===== config.mk =====
export PLATFORM = sky130hd
export DESIGN_NAME = irq_controller
export DESIGN_NICKNAME = d
export VERILOG_FILES = /design/src/rtl/irq_controller.sv
export SDC_FILE = /design/constraint.sdc
export NUM_CORES = 1
export LEC_CHECK = 0
export ABC_AREA = 1
export CAP_MARGIN = 10
export CELL_PAD_IN_SITES_DETAIL_PLACEMENT = 0
export CELL_PAD_IN_SITES_GLOBAL_PLACEMENT = 1
export CORE_UTILIZATION = 25
export CTS_CLUSTER_DIAMETER = 80
export CTS_CLUSTER_SIZE = 25
export DETAILED_ROUTE_END_ITERATION = 8
export HOLD_SLACK_MARGIN = 0.02
export PLACE_DENSITY_LB_ADDON = 0.15
export SYNTH_ARGS = -nofsm -noshare
export SYNTH_HDL_FRONTEND = slang
export SYNTH_SLANG_ARGS = --single-unit

===== constraint.sdc =====
create_clock -name clk -period 1.3 [get_ports clk]
set_input_delay 0.26 -clock clk [delete_from_list [all_inputs] [get_ports clk]]
set_output_delay 0.26 -clock clk [all_outputs]
set_load 0.03 [all_outputs]

===== src/rtl/irq_controller.sv =====
// -----------------------------------------------------------------------------
// irq_controller
//
// Multi-channel interrupt controller sitting in front of the fetch stage.
// Rising edges on irq_in are latched into a pending register. The lowest-index
// unmasked pending channel wins. Its request and vector address are held until
// the pipeline acknowledges them. Further requests are then blocked until the
// handler's RTI retires. Interrupts do not nest.
//
// Parameters
//   NUM_CH      number of interrupt sources (1..16)
//   ADDR_W      vector address width
//   VEC_BASE    vector address of channel 0
//   VEC_STRIDE  address distance between consecutive channel vectors
//   ID_W        channel id width
//
// Ports
//   clk           rising-edge clock
//   reset         asynchronous, active-low reset
//   irq_in        synchronous interrupt lines, bit i = channel i
//   mask_wr_en    load mask_wr_data into the mask register
//   mask_wr_data  new mask, 1 = channel masked
//   irq_ack       pipeline has taken the outstanding request
//   rti_done      one-cycle pulse when the handler's RTI retires
//   irq_req       interrupt request to the pipeline
//   irq_vector    service-routine address, valid while irq_req=1
//   irq_id        winning channel, valid while irq_req=1 or busy=1
//   busy          handler in progress
//   pending       latched edges that have not yet been serviced
// -----------------------------------------------------------------------------
module irq_controller #(
    parameter int NUM_CH     = 4,
    parameter int ADDR_W     = 32,
    parameter int VEC_BASE   = 0,
    parameter int VEC_STRIDE = 16,
    parameter int ID_W       = (NUM_CH > 1) ? $clog2(NUM_CH) : 1
) (
    input  logic              clk,
    input  logic              reset,
    input  logic [NUM_CH-1:0] irq_in,
    input  logic              mask_wr_en,
    input  logic [NUM_CH-1:0] mask_wr_data,
    input  logic              irq_ack,
    input  logic              rti_done,
    output logic              irq_req,
    output logic [ADDR_W-1:0] irq_vector,
    output logic [ID_W-1:0]   irq_id,
    output logic              busy,
    output logic [NUM_CH-1:0] pending
);

    localparam logic [1:0] ST_IDLE    = 2'd0;
    localparam logic [1:0] ST_REQ     = 2'd1;
    localparam logic [1:0] ST_SERVICE = 2'd2;

    logic [1:0]        state_reg, state_next;
    logic [NUM_CH-1:0] prev_reg;
    logic [NUM_CH-1:0] pending_reg, pending_next;
    logic [NUM_CH-1:0] mask_reg, mask_next;
    logic [ID_W-1:0]   id_reg, id_next;
    logic [ADDR_W-1:0] vector_reg, vector_next;

    logic [NUM_CH-1:0] edge_vec;
    logic [NUM_CH-1:0] eligible;
    logic [NUM_CH-1:0] grant;
    logic [NUM_CH-1:0] clr_vec;
    logic [ID_W-1:0]   win_id;
    logic              ack_fire;

    // Constant mask of all channels whose index has bit b set. Used to turn
    // the one-hot grant into a binary id without any priority chain.
    function automatic logic [NUM_CH-1:0] id_bit_mask(input int b);
        logic [NUM_CH-1:0] m;
        m = '0;
        for (int c = 0; c < NUM_CH; c++) begin
            m = m | (NUM_CH'((c >> b) & 1) << c);
        end
        return m;
    endfunction

    // A level held high only produces an event on the sample where it rises.
    // prev_reg resets to 0, so a line already high at reset release counts.
    assign edge_vec = irq_in & ~prev_reg;

    // Masked channels keep their pending bit but cannot win arbitration.
    assign eligible = pending_reg & ~mask_reg;

    // Isolate the lowest set bit: fixed priority, channel 0 highest.
    assign grant = eligible & (~eligible + NUM_CH'(1));

    generate
        for (genvar gi = 0; gi < ID_W; gi++) begin : g_win_id
            assign win_id[gi] = |(grant & id_bit_mask(gi));
        end
    endgenerate

    always_comb begin
        state_next  = state_reg;
        id_next     = id_reg;
        vector_next = vector_reg;
        ack_fire    = 1'b0;
        case (state_reg)
            ST_IDLE: begin
                if (|eligible) begin
                    state_next  = ST_REQ;
                    id_next     = win_id;
                    vector_next = ADDR_W'(VEC_BASE) + ADDR_W'(win_id) * ADDR_W'(VEC_STRIDE);
                end
            end
            ST_REQ: begin
                // Once raised the request is held unconditionally; masking or
                // a higher-priority edge cannot withdraw it.
                if (irq_ack) begin
                    state_next = ST_SERVICE;
                    ack_fire   = 1'b1;
                end
            end
            ST_SERVICE: begin
                if (rti_done) begin
                    state_next = ST_IDLE;
                end
            end
            default: begin
                state_next = ST_IDLE;
            end
        endcase
    end

    // Clear the serviced channel on ack. A new edge on that same channel in
    // the same cycle is ORed in afterwards so it is not lost.
    assign clr_vec      = ack_fire ? (NUM_CH'(1) << id_reg) : '0;
    assign pending_next = (pending_reg & ~clr_vec) | edge_vec;
    assign mask_next    = mask_wr_en ? mask_wr_data : mask_reg;

    always_ff @(posedge clk or negedge reset) begin
        if (!reset) begin
            state_reg   <= ST_IDLE;
            prev_reg    <= '0;
            pending_reg <= '0;
            mask_reg    <= '0;
            id_reg      <= '0;
            vector_reg  <= ADDR_W'(VEC_BASE);
        end else begin
            state_reg   <= state_next;
            prev_reg    <= irq_in;
            pending_reg <= pending_next;
            mask_reg    <= mask_next;
            id_reg      <= id_next;
            vector_reg  <= vector_next;
        end
    end

    assign irq_req    = (state_reg == ST_REQ);
    assign busy       = (state_reg == ST_SERVICE);
    assign irq_id     = id_reg;
    assign irq_vector = vector_reg;
    assign pending    = pending_reg;

endmodule

==> results of run 1 <==
-- routing by layer --
metal  share of wire  vias to the layer above  track usage  wire [um]
met1            0.46                      286       0.1174        681
met5               0                        -            0          0
met3           0.068                        0      0.04348        100
met4               0                        0      0.01905          0
li1                -                      316            -          -
met2            0.47                       33       0.1337        687
-- worst paths after layout --
check / startpoint / to / slack, ns / cells after the start
setup / recovery: state_reg[1] / irq_req / 0.06 / 4
hold / removal: reset / state_reg[1] / 0.29 / 2
setup reg to reg: state_reg[1] / pending[0] / 0.15 / 7
hold reg to reg: prev_reg[0] / pending[0] / 0.48 / 3
max in group asynchronous: reset / prev_reg[3] / 0.83 / 2
min in group clk: irq_in[3] / prev_reg[3] / 0.44 / 1
-- power groups by stage --
stage | combinational (mW) | sequential [mW] | clock [mW]
after global routing | 1.23 | 0.776 | 0.296
after CTS | 1.04 | 0.751 | 0.280
after floorplan | 0.655 | 0.883 | 0
after global placement | 1.03 | 0.758 | 0
after detailed placement | 1.03 | 0.760 | 0
final | 1.11 | 0.751 | 0.257
-- worst max-delay path, stage by stage, from the launching register on --
cell and delay [ns]:
dfrtp_1 0.39, inv_2 0.09, nand2_4 0.05, inv_2 0.05, buf_6 0.12
-- cell families (layout without fill, tap and decap cells) --
logic type	Yosys count	count (layout)	synth area share
mux	1	1	0.01253
other cells	1	30	0.004174
buf+inv	47	44	0.3301
simple gates	33	33	0.1490
flops	16	16	0.4457
compound gates	10	10	0.05848
-- timing repair --
item                                   in CTS  in global routing
endpoints found under the hold margin       0                  0
setup endpoints to repair                   0                  2
resized for setup                           0                  3
setup buffers                               0                  2
-- cell type report --
type                       count  area, um^2
clock buffer                   3       22.52
fill                         383        2308
timing repair buffer          26       229.0
tap                           46       57.56
multi-input combinational     74       315.3
sequential                    16       400.4
inverter                      15       56.30
-- through the flow --
step	TNS, ns	hold slack [ns]	instances	instance area, um^2	util
detailed placement	-0.08220	0.4696	175	1035	0.3053
global placement	-0.04772	0.4705	175	1035	0.3053
global route	-0.02053	0.2846	180	1081	0.3189
CTS	0	0.2798	178	1057	0.3119
finish	0	0.2871	180	1081	0.3189
floorplan	0	-0.03559	137	1007	-
-- layout by cell type, fill, tap and decap left out --
master            n
o21ai_1           5
o21ai_0           3
mux2_2            1
or2_1             1
inv_1            13
inv_2             2
nand2_4           1
conb_1           30
nor3_1            1
nor2_2            1
clkbuf_4          3
buf_6             1
clkdlybuf4s50_1  12
o211ai_1          1
nand2_1          25
nand3_1           1
dfrtp_1          16
buf_4            13
a21oi_1           1
nor2_1            3
==> results.txt, run 1 <==
----------------------------------------------------
[Worst hold path]
  Type of the worst min-delay path ... in2async

[Place]
  Placed wire-length estimate ... 1139 um
  Port Buf Inserts ... 22
  Post-placement worst setup slack ... -0.03605 ns
  RD Place Congestion ... 0.7050

[Synthesis]
  Most repeated cell in the gate-level netlist after synthesis ... buf_4
  Post-synth top area share ... 0.4457
  EDFF count, synth ... 0
  Top post-synthesis cells by area ... dfrtp_1 45%, buf_4 27%, nand2_1 10%, inv_1 5.8%, o21ai_1 2.8%
  Synth Warn # ... 0
  Gate count of the mapped netlist ... 108
  Synthesized flop and latch total ... 16
  Largest area contributor in the netlist ... dfrtp_1
  Share of async-settable or async-resettable flops after synthesis ... 1.000
  Mapped Avg Cell Area ... 8.318 um^2
  Seq/Total Area, Yosys ... 0.4457
  Netlist cell types ... 17
  Synthesized cell area ... 898.4 um^2
  Top cell types by occurrence after synthesis ... 32 x buf_4, 25 x nand2_1, 16 x dfrtp_1
  Primary flip-flop cell chosen by synthesis mapping ... dfrtp_1

[Pwr]
  Internal power ... 1.133 mW
  Static Leakage ... 0.5837 nW
  Sequential fraction of design power ... 0.355
  Switching power summed over all nets ... 981.5 uW
  Portion of total power attributed to combinational logic ... 0.524
  Switching portion of total power ... 0.4642
  IR Drop Worst-Case VDD ... 0.001201 V
  Post-layout total power ... 2.114 mW
  Clock power share ... 0.122
  P per Cell Area ... 1956 nW/um^2

[Route]
  Wire length after detailed routing ... 1470 um
  Via Count ... 635
  Number of search-and-repair iterations in the first detailed-routing pass ... 2
  Wire length per cell ... 8.167 um
  1st-iter DRT viols ... 7
  Post-detailed-route via-to-cell ratio ... 3.528
  Number of remaining DRC errors ... 0
  Count of nets left with antenna violations after detail routing ... 0

[Run]
  Max-capacitance violation count ... 0

[Clock tree]
  Clock insertion delay at the later pin of the skew report ... 0.28 ns
  Root Driver ... clkbuf_4
  Number of clock sinks seen by CTS ... 16
  Clock-pin slew reported for the worst setup and hold paths after clock tree synthesis ... 0.09 ns
  CTS tree ... done
  Deepest level of the CTS H-tree ... 1
  Buffers from clock root to sink, at most ... 2
  Clock buffers created by TritonCTS ... 3
  Cts hold-fix bufs ... 0

[Final layout]
  Final nets ... 149
  Area grow syn2layout ... 20.33%
  Diodes inserted ... 0
  Layout cell share with drive strength beyond 1 ... 0.1642

[Die]
  Rows ... 21
  Io pins ... 53
  Die height ... 61.95 um
  Horiz. Die Dim ... 61.95 um
  Total core area ... 3390 um^2
  Initial Util ... 0.2650
  Floorplan die area ... 3837 um^2

[Setup path]
  Critical Path AT ... 0.98 ns
  Crit-path max FO ... 3
  WP data required ... 1.04 ns
  Nature of the critical path endpoint ... output pin
  Setup CP Type ... reg2out
  Category of the worst setup path launch point ... flop

[Status]
  Outcome ... finished clean

[Global routing]
  Antenna violations before repair ... 0
  Number of global-route vias before repair ... 527
  Maximum number of pins on one net before global-route repair ... 17
  Overflow after GRT ... 0
  Overall Global Routing Usage ... 0.08953
  Global-route wire length before repair ... 2401 um

[STA]
  Post-layout worst setup margin ... 0.06231 ns
  Setup-violating endpoint count in the final report ... 0
  Skew final ... 0.003092 ns
  Final Hold Violating Endpoints ... 0
  Unrepaired setup endpoints after global routing ... yes
  Fmax ... 808.0 MHz
  Min cycle time layout ... 1.238 ns
  Final Max Slew Viols ... 0
  Part of the cycle the worst path needs ... 0.9521

----------------------------------------------------
Power figures use the tool's default switching activity.
==> run 2: changes to the inputs <==
- SLEW_MARGIN: not set -> 20
==> results of run 2 <==
Final layout, timing and power as in run 1 (identical DEF).
==> run 3: changes to the inputs <==
- SLEW_MARGIN: 20 -> not set
==> results of run 3 <==
Final layout, timing and power as in run 1 (identical DEF).
